**src/rtl/cpu_pkg.sv**
```systemverilog
// Shared types and constants for the MIPS core pipeline front end.
package cpu_pkg;

  localparam logic [31:0] RESET_PC_DEFAULT = 32'h0000_3000;
  localparam logic [31:0] NOP_INSTR        = 32'h0000_0000;
  localparam logic [31:0] PC_STEP          = 32'd4;
  localparam logic [31:0] LINK_OFFSET      = 32'd8;

  typedef enum logic {
    FETCH = 1'b0,
    HOLD  = 1'b1
  } fetch_state_t;

  // Link address written by JAL/BGEZAL-style instructions: skips the delay slot.
  function automatic logic [31:0] link_addr(input logic [31:0] pc);
    return pc + LINK_OFFSET;
  endfunction

endpackage

```
**src/rtl/if_id_reg.sv**
```systemverilog
// IF/ID pipeline register: load a new instruction, insert a bubble, or hold.
module if_id_reg
  import cpu_pkg::*;
(
  input  logic        clk_i,
  input  logic        rst_ni,
  input  logic        load_i,
  input  logic        bubble_i,
  input  logic [31:0] pc_i,
  input  logic [31:0] instr_i,
  output logic [31:0] id_pc_o,
  output logic [31:0] id_instr_o,
  output logic [31:0] id_pc8_o,
  output logic        id_valid_o
);

  logic [31:0] id_pc_q, id_pc_d;
  logic [31:0] id_instr_q, id_instr_d;
  logic [31:0] id_pc8_q, id_pc8_d;
  logic        id_valid_q, id_valid_d;

  // Load wins over bubble; a bubble keeps the PC fields so the link address stays stable.
  always_comb begin
    id_pc_d    = id_pc_q;
    id_instr_d = id_instr_q;
    id_pc8_d   = id_pc8_q;
    id_valid_d = id_valid_q;
    if (load_i) begin
      id_pc_d    = pc_i;
      id_instr_d = instr_i;
      id_pc8_d   = link_addr(pc_i);
      id_valid_d = 1'b1;
    end else if (bubble_i) begin
      id_instr_d = NOP_INSTR;
      id_valid_d = 1'b0;
    end
  end

  // Register update with asynchronous clear.
  always_ff @(posedge clk_i or negedge rst_ni) begin
    if (!rst_ni) begin
      id_pc_q    <= '0;
      id_instr_q <= NOP_INSTR;
      id_pc8_q   <= '0;
      id_valid_q <= 1'b0;
    end else begin
      id_pc_q    <= id_pc_d;
      id_instr_q <= id_instr_d;
      id_pc8_q   <= id_pc8_d;
      id_valid_q <= id_valid_d;
    end
  end

  assign id_pc_o    = id_pc_q;
  assign id_instr_o = id_instr_q;
  assign id_pc8_o   = id_pc8_q;
  assign id_valid_o = id_valid_q;

endmodule

```
**src/rtl/fetch_stage.sv**
```systemverilog
// Instruction-fetch stage: PC, fetch FSM, one-entry hold buffer and
// delayed-branch redirect, feeding the IF/ID register.
module fetch_stage
  import cpu_pkg::*;
#(
  parameter logic [31:0] RESET_PC = RESET_PC_DEFAULT
) (
  input  logic        clk,
  input  logic        reset,
  input  logic        stall,
  input  logic        branch,
  input  logic [31:0] npc,
  output logic        imem_req,
  output logic [31:0] imem_addr,
  input  logic        imem_ready,
  input  logic [31:0] imem_rdata,
  output logic [31:0] id_pc,
  output logic [31:0] id_instr,
  output logic [31:0] id_pc8,
  output logic        id_valid,
  output logic        fetch_busy
);

  fetch_state_t state_q, state_d;
  logic [31:0]  pc_q, pc_d;
  logic [31:0]  hold_instr_q, hold_instr_d;
  logic [31:0]  hold_pc_q, hold_pc_d;
  logic         redir_pend_q, redir_pend_d;
  logic [31:0]  redir_tgt_q, redir_tgt_d;

  logic         take;
  logic [31:0]  next_pc;
  logic         id_load;
  logic         id_bubble;
  logic [31:0]  id_load_pc;
  logic [31:0]  id_load_instr;

  // The branch in ID only redirects once it is real and allowed to advance.
  assign take    = branch & id_valid & ~stall;
  assign next_pc = take ? npc : (redir_pend_q ? redir_tgt_q : pc_q + PC_STEP);

  assign imem_req   = (state_q == FETCH);
  assign imem_addr  = pc_q;
  assign fetch_busy = (state_q == FETCH) & ~imem_ready;

  // Next-state, PC, hold-buffer and IF/ID control decisions.
  always_comb begin
    state_d       = state_q;
    pc_d          = pc_q;
    hold_instr_d  = hold_instr_q;
    hold_pc_d     = hold_pc_q;
    redir_pend_d  = redir_pend_q;
    redir_tgt_d   = redir_tgt_q;
    id_load       = 1'b0;
    id_bubble     = 1'b0;
    id_load_pc    = pc_q;
    id_load_instr = imem_rdata;
    unique case (state_q)
      FETCH: begin
        if (imem_ready) begin
          pc_d         = next_pc;
          redir_pend_d = 1'b0;
          if (stall) begin
            // ID is frozen: park the returned word until the stall drops.
            hold_instr_d = imem_rdata;
            hold_pc_d    = pc_q;
            state_d      = HOLD;
          end else begin
            id_load = 1'b1;
          end
        end else begin
          // Delay slot still outstanding: remember the target for later.
          if (take) begin
            redir_pend_d = 1'b1;
            redir_tgt_d  = npc;
          end
          id_bubble = ~stall;
        end
      end
      HOLD: begin
        if (!stall) begin
          id_load       = 1'b1;
          id_load_pc    = hold_pc_q;
          id_load_instr = hold_instr_q;
          state_d       = FETCH;
          // The parked word is the delay slot of a branch released with the stall.
          if (take) begin
            pc_d         = npc;
            redir_pend_d = 1'b0;
          end
        end
      end
      default: state_d = FETCH;
    endcase
  end

  // Architectural fetch state with asynchronous clear.
  always_ff @(posedge clk or negedge reset) begin
    if (!reset) begin
      state_q      <= FETCH;
      pc_q         <= RESET_PC;
      hold_instr_q <= NOP_INSTR;
      hold_pc_q    <= '0;
      redir_pend_q <= 1'b0;
      redir_tgt_q  <= '0;
    end else begin
      state_q      <= state_d;
      pc_q         <= pc_d;
      hold_instr_q <= hold_instr_d;
      hold_pc_q    <= hold_pc_d;
      redir_pend_q <= redir_pend_d;
      redir_tgt_q  <= redir_tgt_d;
    end
  end

  if_id_reg u_if_id (
    .clk_i      (clk),
    .rst_ni     (reset),
    .load_i     (id_load),
    .bubble_i   (id_bubble),
    .pc_i       (id_load_pc),
    .instr_i    (id_load_instr),
    .id_pc_o    (id_pc),
    .id_instr_o (id_instr),
    .id_pc8_o   (id_pc8),
    .id_valid_o (id_valid)
  );

endmodule

```
**config.mk**
```make
export PLATFORM = sky130hd
export DESIGN_NAME = fetch_stage
export DESIGN_NICKNAME = d
export VERILOG_FILES = /design/src/rtl/cpu_pkg.sv /design/src/rtl/if_id_reg.sv /design/src/rtl/fetch_stage.sv
export SDC_FILE = /design/constraint.sdc
export NUM_CORES = 1
export LEC_CHECK = 0
export CORE_UTILIZATION = 57
export DETAILED_ROUTE_END_ITERATION = 8
export PLACE_DENSITY = 0.82
export SLEW_MARGIN = 0
export SYNTH_ARGS = -nofsm -noshare
export SYNTH_HDL_FRONTEND = slang
export SYNTH_SLANG_ARGS = --single-unit
```
**constraint.sdc**
```tcl
create_clock -name clk -period 4.6 [get_ports clk]
set_input_delay 0.92 -clock clk [delete_from_list [all_inputs] [get_ports clk]]
set_output_delay 0.92 -clock clk [all_outputs]
set_load 0.01 [all_outputs]
```
==> results of run 1 <==
critical path, stage by stage (launching register included):
cell and delay, ns:
dfrtp_1 0.59, buf_4 0.35, nor2_1 0.54, clkdlybuf4s50_1 0.67
power by group:
| part | switching [W] | internal, W | total [W] |
|---|---|---|---|
| Sequential | 0.000512 | 0.00248 | 0.00300 |
| Clock | 0.000784 | 0.00120 | 0.00199 |
| Combinational | 0.000928 | 0.00106 | 0.00199 |
| Total | 0.00222 | 0.00474 | 0.00697 |
cells by family (layout without fill, tap and decap cells):
group / count (synthesis) / after routing / synth area share
AND/OR/NAND/NOR: 340 / 340 / 0.1518
AO/OA/AOI/OAI: 246 / 246 / 0.1356
flip-flops: 224 / 224 / 0.5112
multiplexers: 136 / 136 / 0.1397
buffers and inverters: 94 / 270 / 0.03855
XOR/XNOR: 26 / 26 / 0.02076
adder cells (fa/ha/maj): 2 / 2 / 0.002281
layer usage:
layer	global-route usage	wire length, um
met5	0	0
met4	0.08924	612
met3	0.03601	1874
met2	0.4708	13630
met1	0.4345	12720
final cells by class:
type,count,area share
sequential,224,0.4049
multi-input combinational,750,0.3575
timing repair buffer,218,0.1550
inverter,8,0.002168
clock buffer,35,0.05220
clock inverter,9,0.007135
tap,234,0.02113
per-stage QoR:
stage | hold slack (ns) | cell area (sq um) | setup WS (ns) | instances
after floorplan | 0.4500 | 10970 | 1.256 | 1068
after global placement | 0.4594 | 13030 | 0.6184 | 1434
after detailed placement | 0.4631 | 13030 | 0.5958 | 1434
after CTS | 0.4764 | 13850 | 1.048 | 1478
after global routing | 0.4892 | 13850 | 0.8639 | 1478
final | 0.4338 | 13850 | 0.9965 | 1478
Yosys cell counts (all sizes together) (4+ instances only):
master,count
nor3b,4
nor2b,5
xor2,9
nand2b,10
nand4,13
inv,8
nor4,10
mux2i,38
nand3,27
and3,15
a22oi,34
buf,34
clkbuf,52
mux2,98
nand2,156
o22ai,4
xnor2,17
o21ai,102
nor2,67
o31ai,6
nor3,13
a21oi,53
a221o,4
o211ai,4
a21o,7
dfrtp,222
a31oi,16
o311a,4
path summary, 6_finish.rpt:
path / startpoint / end / slack (ns)
max in group asynchronous: reset / u_if_id.id_instr_o[27] / 3.23
hold reg to reg: u_if_id.id_pc_o[25] / u_if_id.id_pc_o[25] / 0.47
setup reg to reg: state_q / u_if_id.id_pc8_o[29] / 1.29
setup / recovery: state_q / fetch_busy / 1.0
min in group clk: u_if_id.id_pc_o[25] / u_if_id.id_pc_o[25] / 0.47
hold / removal: reset / redir_tgt_q[0] / 0.43
registers in the layout, indices dropped and copies added (netlist names):
| signal | cells |
|---|---|
| hold_instr_q | 32 |
| hold_pc_q | 32 |
| imem_addr | 32 |
| redir_pend_q | 1 |
| redir_tgt_q | 32 |
| state_q | 1 |
| u_if_id.id_instr_o | 32 |
| u_if_id.id_pc8_o | 32 |
| u_if_id.id_pc_o | 29 |
| u_if_id.id_valid_o | 1 |
cells in the final DEF (no fill, tap or decap), types with 6 or more instances in the layout:
cell               n
a21o_1             7
a21oi_1           52
a22oi_1           34
a31oi_1           16
and3_1            15
buf_4             18
clkbuf_16         25
clkbuf_8           6
clkdlybuf4s50_1  197
clkinv_2           6
dfrtp_1          221
inv_1              8
mux2_2            97
mux2i_1           33
nand2_1          155
nand2b_1           9
nand3_1           26
nand4_1           12
nor2_1            66
nor3_1            12
o21ai_0           98
o31ai_1            6
xnor2_1           17
xor2_1             9
==> results.cfg, run 1 <==
[routing]
route.vias.total = 9111
drc = 0
totalWireLength_um = 28830
vias_per_cell = 6.164
avgRoutedWirePerCell_um = 19.51
drt_pass1_iterations = 5
drt_iter0_drc = 828
antenna_left = 0

[cts]
clk_pin_slew_ns = 0.06
cts_tree = built
cts-root-buf = clkbuf_16
clock_path_buffers = 3
hold_buffers = 0
htree_levels = 1
numCtsBuffers = 24
clkSinkCount = 224
clk-insertion-delay-late_ns = 0.51
cts-resized-gates = 0
cts_setup_buffers = 0

[logic_synthesis]
yosys_warnings = 0
netlist_area_sq_mm = 0.01097
netlist_top_cells_area = dfrtp_1 51%, mux2_2 10%, nand2_1 5.3%, o21ai_0 4.5%, mux2i_1 3.0%
synth_largest_area_cell = dfrtp_1
syn_nets = 1139
syn_inst = 1068
ys_ff_latch = 224
synth_cell_type_count = 67
avgSynthCellArea_sq_um = 10.27
synth-main-ff-cell = dfrtp_1
async_flop_share = 1.000
ys_seq_area_frac = 0.5112
synth_edf_count = 0
synth_top_cell_area_share = 0.5064

[finish]
nFillCells = 1346
multi_input_area_sq_mm = 0.004952
layout-drive-gt1-share = 0.1511
fin_util = 0.7381
area_growth_pct = 26.29
finalNetCount = 1297
antenna_cells = 0
seq_area_sq_mm = 0.005609

[power_and_ir_drop]
power_density_mw_per_mm2 = 503.0
p_leak_nw = 5.934
power_w = 0.006969
ir_drop_mv = 0.3134

[timing]
max_slew.worst_pin.slew_ns = 1.100
finalSetupViolations = 0
skew_ns = 0.01008
final_max_slew_viol_count = 0
tns_ns = 0
rsz0062_at_grt = false
slew_headroom = 0.2668
fmax_mhz = 277.5
hold_viol_final = 0
min_period_over_period = 0.7834
fin_crit_ns = 3.603

[status]
outcome = finished, final reports clean

[floorplan]
die_h_um = 140.7
ios = 200
std_cell_rows = 50
start_util = 0.5845
die_width_um = 140.7
die_area_sq_mm = 0.01980
core_sq_mm = 0.01877

[critical_path]
crit_fanout = 29
end_kind = output port
required_ns = 3.68
r2r_cells = 9
crit_type = reg2out
crit_arrival_ns = 2.68
crit_path_start_kind = register

[global_routing]
grt_first_pass_wirelength_um = 46900
antenna_found_initial = 0
grt.total_usage = 0.2981
grt_max_degree = 102
overflow = 0
grt_pass1_vias = 8687

[placed_design]
dp_hpwl_um = 19640
place_congestion = 0.8913
portBuffers = 199

[min_path]
worst_hold_path_type = in2async

[flow_run]
cap_viol_max_count = 0
Note: power is estimated with default switching activity, not from simulation.
==> run 2, diff against run 1 <==
--- a/config.mk
+++ b/config.mk
@@ -5,9 +5,9 @@
 export SDC_FILE = /design/constraint.sdc
 export NUM_CORES = 1
 export LEC_CHECK = 0
-export CORE_UTILIZATION = 57
+export CORE_UTILIZATION = 53
 export DETAILED_ROUTE_END_ITERATION = 8
-export PLACE_DENSITY = 0.82
+export PLACE_DENSITY = 0.77
 export SLEW_MARGIN = 0
 export SYNTH_ARGS = -nofsm -noshare
 export SYNTH_HDL_FRONTEND = slang
==> constraint.sdc (replaced) <==
create_clock -name clk -period 3.8 [get_ports clk]
set_input_delay 0.76 -clock clk [delete_from_list [all_inputs] [get_ports clk]]
set_output_delay 0.76 -clock clk [all_outputs]
set_load 0.01 [all_outputs]
==> results.cfg, run 2 (same netlist as run 1, synthesis figures left out) <==
[routing]
drc = 0
route.vias.total = 8942
antenna_left = 0
avgRoutedWirePerCell_um = 18.95
totalWireLength_um = 28750
drt_pass1_iterations = 5
vias_per_cell = 5.895
drt_iter0_drc = 739

[finish]
seq_area_sq_mm = 0.005609
final_common_cell = dfrtp_1
antenna_cells = 0
area_growth_pct = 27.71
most-common-layout-cells = 221 x dfrtp_1, 197 x clkdlybuf4s50_1, 155 x nand2_1, 98 x o21ai_0, 97 x mux2_2
stdcell_count = 1517
multi_input_area_sq_mm = 0.004952
layout-drive-gt1-share = 0.1564
nFillCells = 1541
finalNetCount = 1300

[timing]
skew_ns = 0.009249
fin_crit_ns = 2.918
min_period_over_period = 0.7678
hold_viol_final = 0
final_max_slew_viol_count = 0
tns_ns = 0
max_slew.worst_pin.slew_ns = 1.097
rsz0062_at_grt = false
finalSetupViolations = 0
fmax_mhz = 342.7
slew_headroom = 0.2688

[critical_path]
timing.rr.start = state_q
crit_type = reg2out
r2r_cells = 7
rrSetupSlack_ns = 0.89
crit_fanout = 41
crit_arrival_ns = 2.16
end_kind = output port
crit_path_start_kind = register
cp_slowest_stage_delay_ns = 0.51
required_ns = 3.04
rr_endpoint = u_if_id.id_pc8_o[29]
path_cells = buf_4 -> nor2_1 -> buf_4 -> clkdlybuf4s50_1
cp_slowest_cell = clkdlybuf4s50_1
cp_common_cell = buf_4

[floorplan]
die_area_sq_mm = 0.02128
core_sq_mm = 0.02023
ios = 200
start_util = 0.5421
die_h_um = 145.9
std_cell_rows = 52
die_width_um = 145.9

[global_routing]
overflow = 0
grt.total_usage = 0.2763
antenna_found_initial = 0
grt_pass1_vias = 8729
grt_max_degree = 106
grt_first_pass_wirelength_um = 47170

[power_and_ir_drop]
internal-power_w = 0.005892
p_leak_nw = 5.994
p_sw_frac = 0.3147
ir_drop_mv = 0.3731
combPwrFrac = 0.280
p_switching_w = 0.002706
seq_power_share = 0.422
power_density_mw_per_mm2 = 613.8
clockPowerShare = 0.298

[cts]
cts-root-buf = clkbuf_16
clkSinkCount = 224
cts_setup_buffers = 0
clock_path_buffers = 3
cts_tree = built
cts-resized-gates = 0
clk-insertion-delay-late_ns = 0.52
clk_pin_slew_ns = 0.06
htree_levels = 1
hold_buffers = 0
numCtsBuffers = 25

[min_path]
worst_hold_path_type = in2async

[placed_design]
portBuffers = 199
place_inst = 1472
place_congestion = 0.8468
dp_hpwl_um = 19760

[status]
outcome = finished, final reports clean

[flow_run]
cap_viol_max_count = 0
## run 2: area by class of cell
cell class              instances  share of cell area
well taps                     270             0.02412
repair buffers                220              0.1561
flip-flops and latches        224              0.4004
inverters                       8            0.002144
clock inverters                10            0.009200
clock buffers                  35             0.05448
multi-input cells             750              0.3535
## run 2: power by group through the flow
stage               clock [W]  combinational (W)  sequential [W]
finish                0.00256            0.00241         0.00363
global route          0.00269            0.00261         0.00371
CTS                   0.00260            0.00242         0.00361
detailed placement          0            0.00239         0.00365
global placement            0            0.00234         0.00361
floorplan                   0            0.00125         0.00354
## run 2: critical path, delay by kind of cell (launching register included)
kind	cells	cell delay [ns]
flip-flops	1	0.40
buffers and inverters	3	1.12
AND/OR/NAND/NOR	1	0.09
## run 2: routing by layer
| layer | up-vias | share of wire | global-route usage |
|---|---|---|---|
| met3 | 44 | 0.066 | 0.03480 |
| met2 | 340 | 0.46 | 0.4242 |
| met1 | 4438 | 0.45 | 0.4103 |
| met5 | - | 0 | 0 |
| met4 | 0 | 0.022 | 0.08421 |
| li1 | 4120 | - | - |
## run 2: worst max path at each step
stage / start / to / slack (ns) / depth (start not counted)
3_5_place_dp: stall / u_if_id.id_pc8_o[29] / 0.52 / 8
6_report: state_q / fetch_busy / 0.88 / 4
5_1_grt: state_q / u_if_id.id_pc8_o[29] / 0.64 / 7
4_1_cts: state_q / fetch_busy / 0.87 / 4
2_1_floorplan: stall / u_if_id.id_pc8_o[29] / 0.62 / 14
3_3_place_gp: stall / u_if_id.id_pc8_o[29] / 0.61 / 8
## run 2: per-stage QoR
stage	total power [W]	setup slack (ns)	instance area, sq um	hold WS (ns)	utilization
floorplan	0.004789	0.6159	10970	0.4500	-
detailed placement	0.006039	0.5241	13120	0.4669	0.6482
global route	0.009016	0.6420	14010	0.3595	0.6923
global placement	0.005953	0.6098	13120	0.4582	0.6482
CTS	0.008629	0.8721	14010	0.3256	0.6923
finish	0.008598	0.8822	14010	0.3107	0.6923
==> run 3, diff against run 2 <==
==> constraint.sdc (replaced) <==
create_clock -name clk -period 2.75 [get_ports clk]
set_input_delay 0.55 -clock clk [delete_from_list [all_inputs] [get_ports clk]]
set_output_delay 0.55 -clock clk [all_outputs]
set_load 0.01 [all_outputs]
==> results.cfg, run 3 (same netlist as run 1, synthesis figures left out) <==
[timing]
fmax_mhz = 376.4
fin_crit_ns = 2.657
skew_ns = 0.01466
max_slew.worst_pin.slew_ns = 0.6422
tns_ns = 0
finalSetupViolations = 0
hold_viol_final = 0
hold_slack_ns = 0.4805
slew_headroom = 0.5719
rsz0062_at_grt = false
final_max_slew_viol_count = 0
min_period_over_period = 0.9662

[placed_design]
place_congestion = 0.8375
portBuffers = 199
dp_hpwl_um = 20440

[floorplan]
ios = 200
die_area_sq_mm = 0.02128
die_width_um = 145.9
start_util = 0.5421
die_h_um = 145.9
core_sq_mm = 0.02023
std_cell_rows = 52

[finish]
layout-drive-gt1-share = 0.1858
area_growth_pct = 31.33
most-common-layout-cells = 221 x dfrtp_1, 197 x clkdlybuf4s50_1, 155 x nand2_1, 98 x o21ai_0, 97 x mux2_2
finalNetCount = 1347
final_common_cell = dfrtp_1
antenna_cells = 0

[routing]
route.vias.total = 9115
vias_per_cell = 5.835
avgRoutedWirePerCell_um = 18.93
totalWireLength_um = 29560
antenna_left = 0
drc = 0
drt_iter0_drc = 791
drt_pass1_iterations = 5

[global_routing]
grt_pass1_vias = 8881
grt_first_pass_wirelength_um = 48180
grt_max_degree = 71
overflow = 0
grt.total_usage = 0.2828
antenna_found_initial = 0

[critical_path]
crit_arrival_ns = 2.11
crit_fanout = 26
crit_path_start_kind = register
path_cells = buf_6 -> nor2_2 -> buf_4 -> clkdlybuf4s50_1
rrSetupSlack_ns = 0.37
critPathCapture = fetch_busy
cp_slowest_cell = clkdlybuf4s50_1
crit_type = reg2out
required_ns = 2.20
end_kind = output port
timing.rr.start = state_q
rr_endpoint = u_if_id.id_pc8_o[31]
cp_slowest_stage_delay_ns = 0.59
critical_path.startpoint = state_q
r2r_cells = 8

[cts]
cts_setup_buffers = 0
clkSinkCount = 224
clk-insertion-delay-late_ns = 0.52
numCtsBuffers = 24
clk_pin_slew_ns = 0.06
cts-root-buf = clkbuf_16
clock_path_buffers = 3
htree_levels = 1
cts_tree = built

[status]
outcome = finished, final reports clean

[min_path]
worst_hold_path_type = reg2reg

[power_and_ir_drop]
p_leak_nw = 6.219
power_density_mw_per_mm2 = 833.4
ir_drop_mv = 0.5280

[flow_run]
cap_viol_max_count = 0
[run 3: cell count changes in the layout (fill, tap and decap cells not counted), sizes merged]
cell	previous run	this run
buf	23	70
bufinv	3	4
clkbuf	35	30
clkinv	6	5
clkinvlp	0	2
dlygate4sd3	0	1
[run 3: per-layer routing]
layer	track usage	up-vias	wire, um
li1	-	4226	-
met1	0.4104	4511	13100
met2	0.4452	328	13940
met3	0.03762	50	1837
met4	0.08263	0	685
met5	0	-	0
[run 3: layout make-up]
class                           instances  area [sq um]
Fill cell                            1480          5828
Sequential cell                       224          5609
Multi-Input combinational cell        750          4957
Timing Repair Buffer                  268          2616
Clock buffer                           30         684.4
Tap cell                              270         337.8
Clock inverter                         12         171.4
Inverter                                8         30.03
[run 3: worst min-delay path by stage]
stage,startpoint,endpoint,cells after the start
after CTS,u_if_id.id_pc_o[9],u_if_id.id_pc_o[9],2
after floorplan,reset,hold_instr_q[0],0
after global routing,u_if_id.id_instr_o[8],u_if_id.id_instr_o[8],2
after detailed placement,u_if_id.id_pc_o[9],u_if_id.id_pc_o[9],2
after global placement,u_if_id.id_pc_o[26],u_if_id.id_pc_o[26],2
final,u_if_id.id_pc_o[9],u_if_id.id_pc_o[9],2
[run 3: where the power goes]
part           switching, W  leakage [nW]  internal, W
clock network       0.00134         0.420      0.00214
logic               0.00169          3.07      0.00192
registers          0.000770          2.73      0.00415
[run 3: what timing repair did]
item,4_1_cts,5_1_grt
resized for setup,1,1
setup endpoints to repair,1,1
hold endpoints to repair,1,0
hold buffers,1,0
[run 3: through the flow]
stage	area [sq um]	util	power (W)	setup WS [ns]	std cells
after floorplan	10990	-	0.006623	0.02309	1068
final	14410	0.7120	0.01201	0.09300	1562
after CTS	14400	0.7118	0.01203	0.01637	1562
after global routing	14410	0.7120	0.01260	0.04239	1562
after detailed placement	13530	0.6689	0.008515	0.1221	1519
after global placement	13530	0.6689	0.008378	0.2413	1519
[run 3: critical path: cells and delay by family, from the launching register on]
kind | cells | cell delay, ns
buf+inv | 3 | 0.98
flops | 1 | 0.45
simple gates | 1 | 0.18
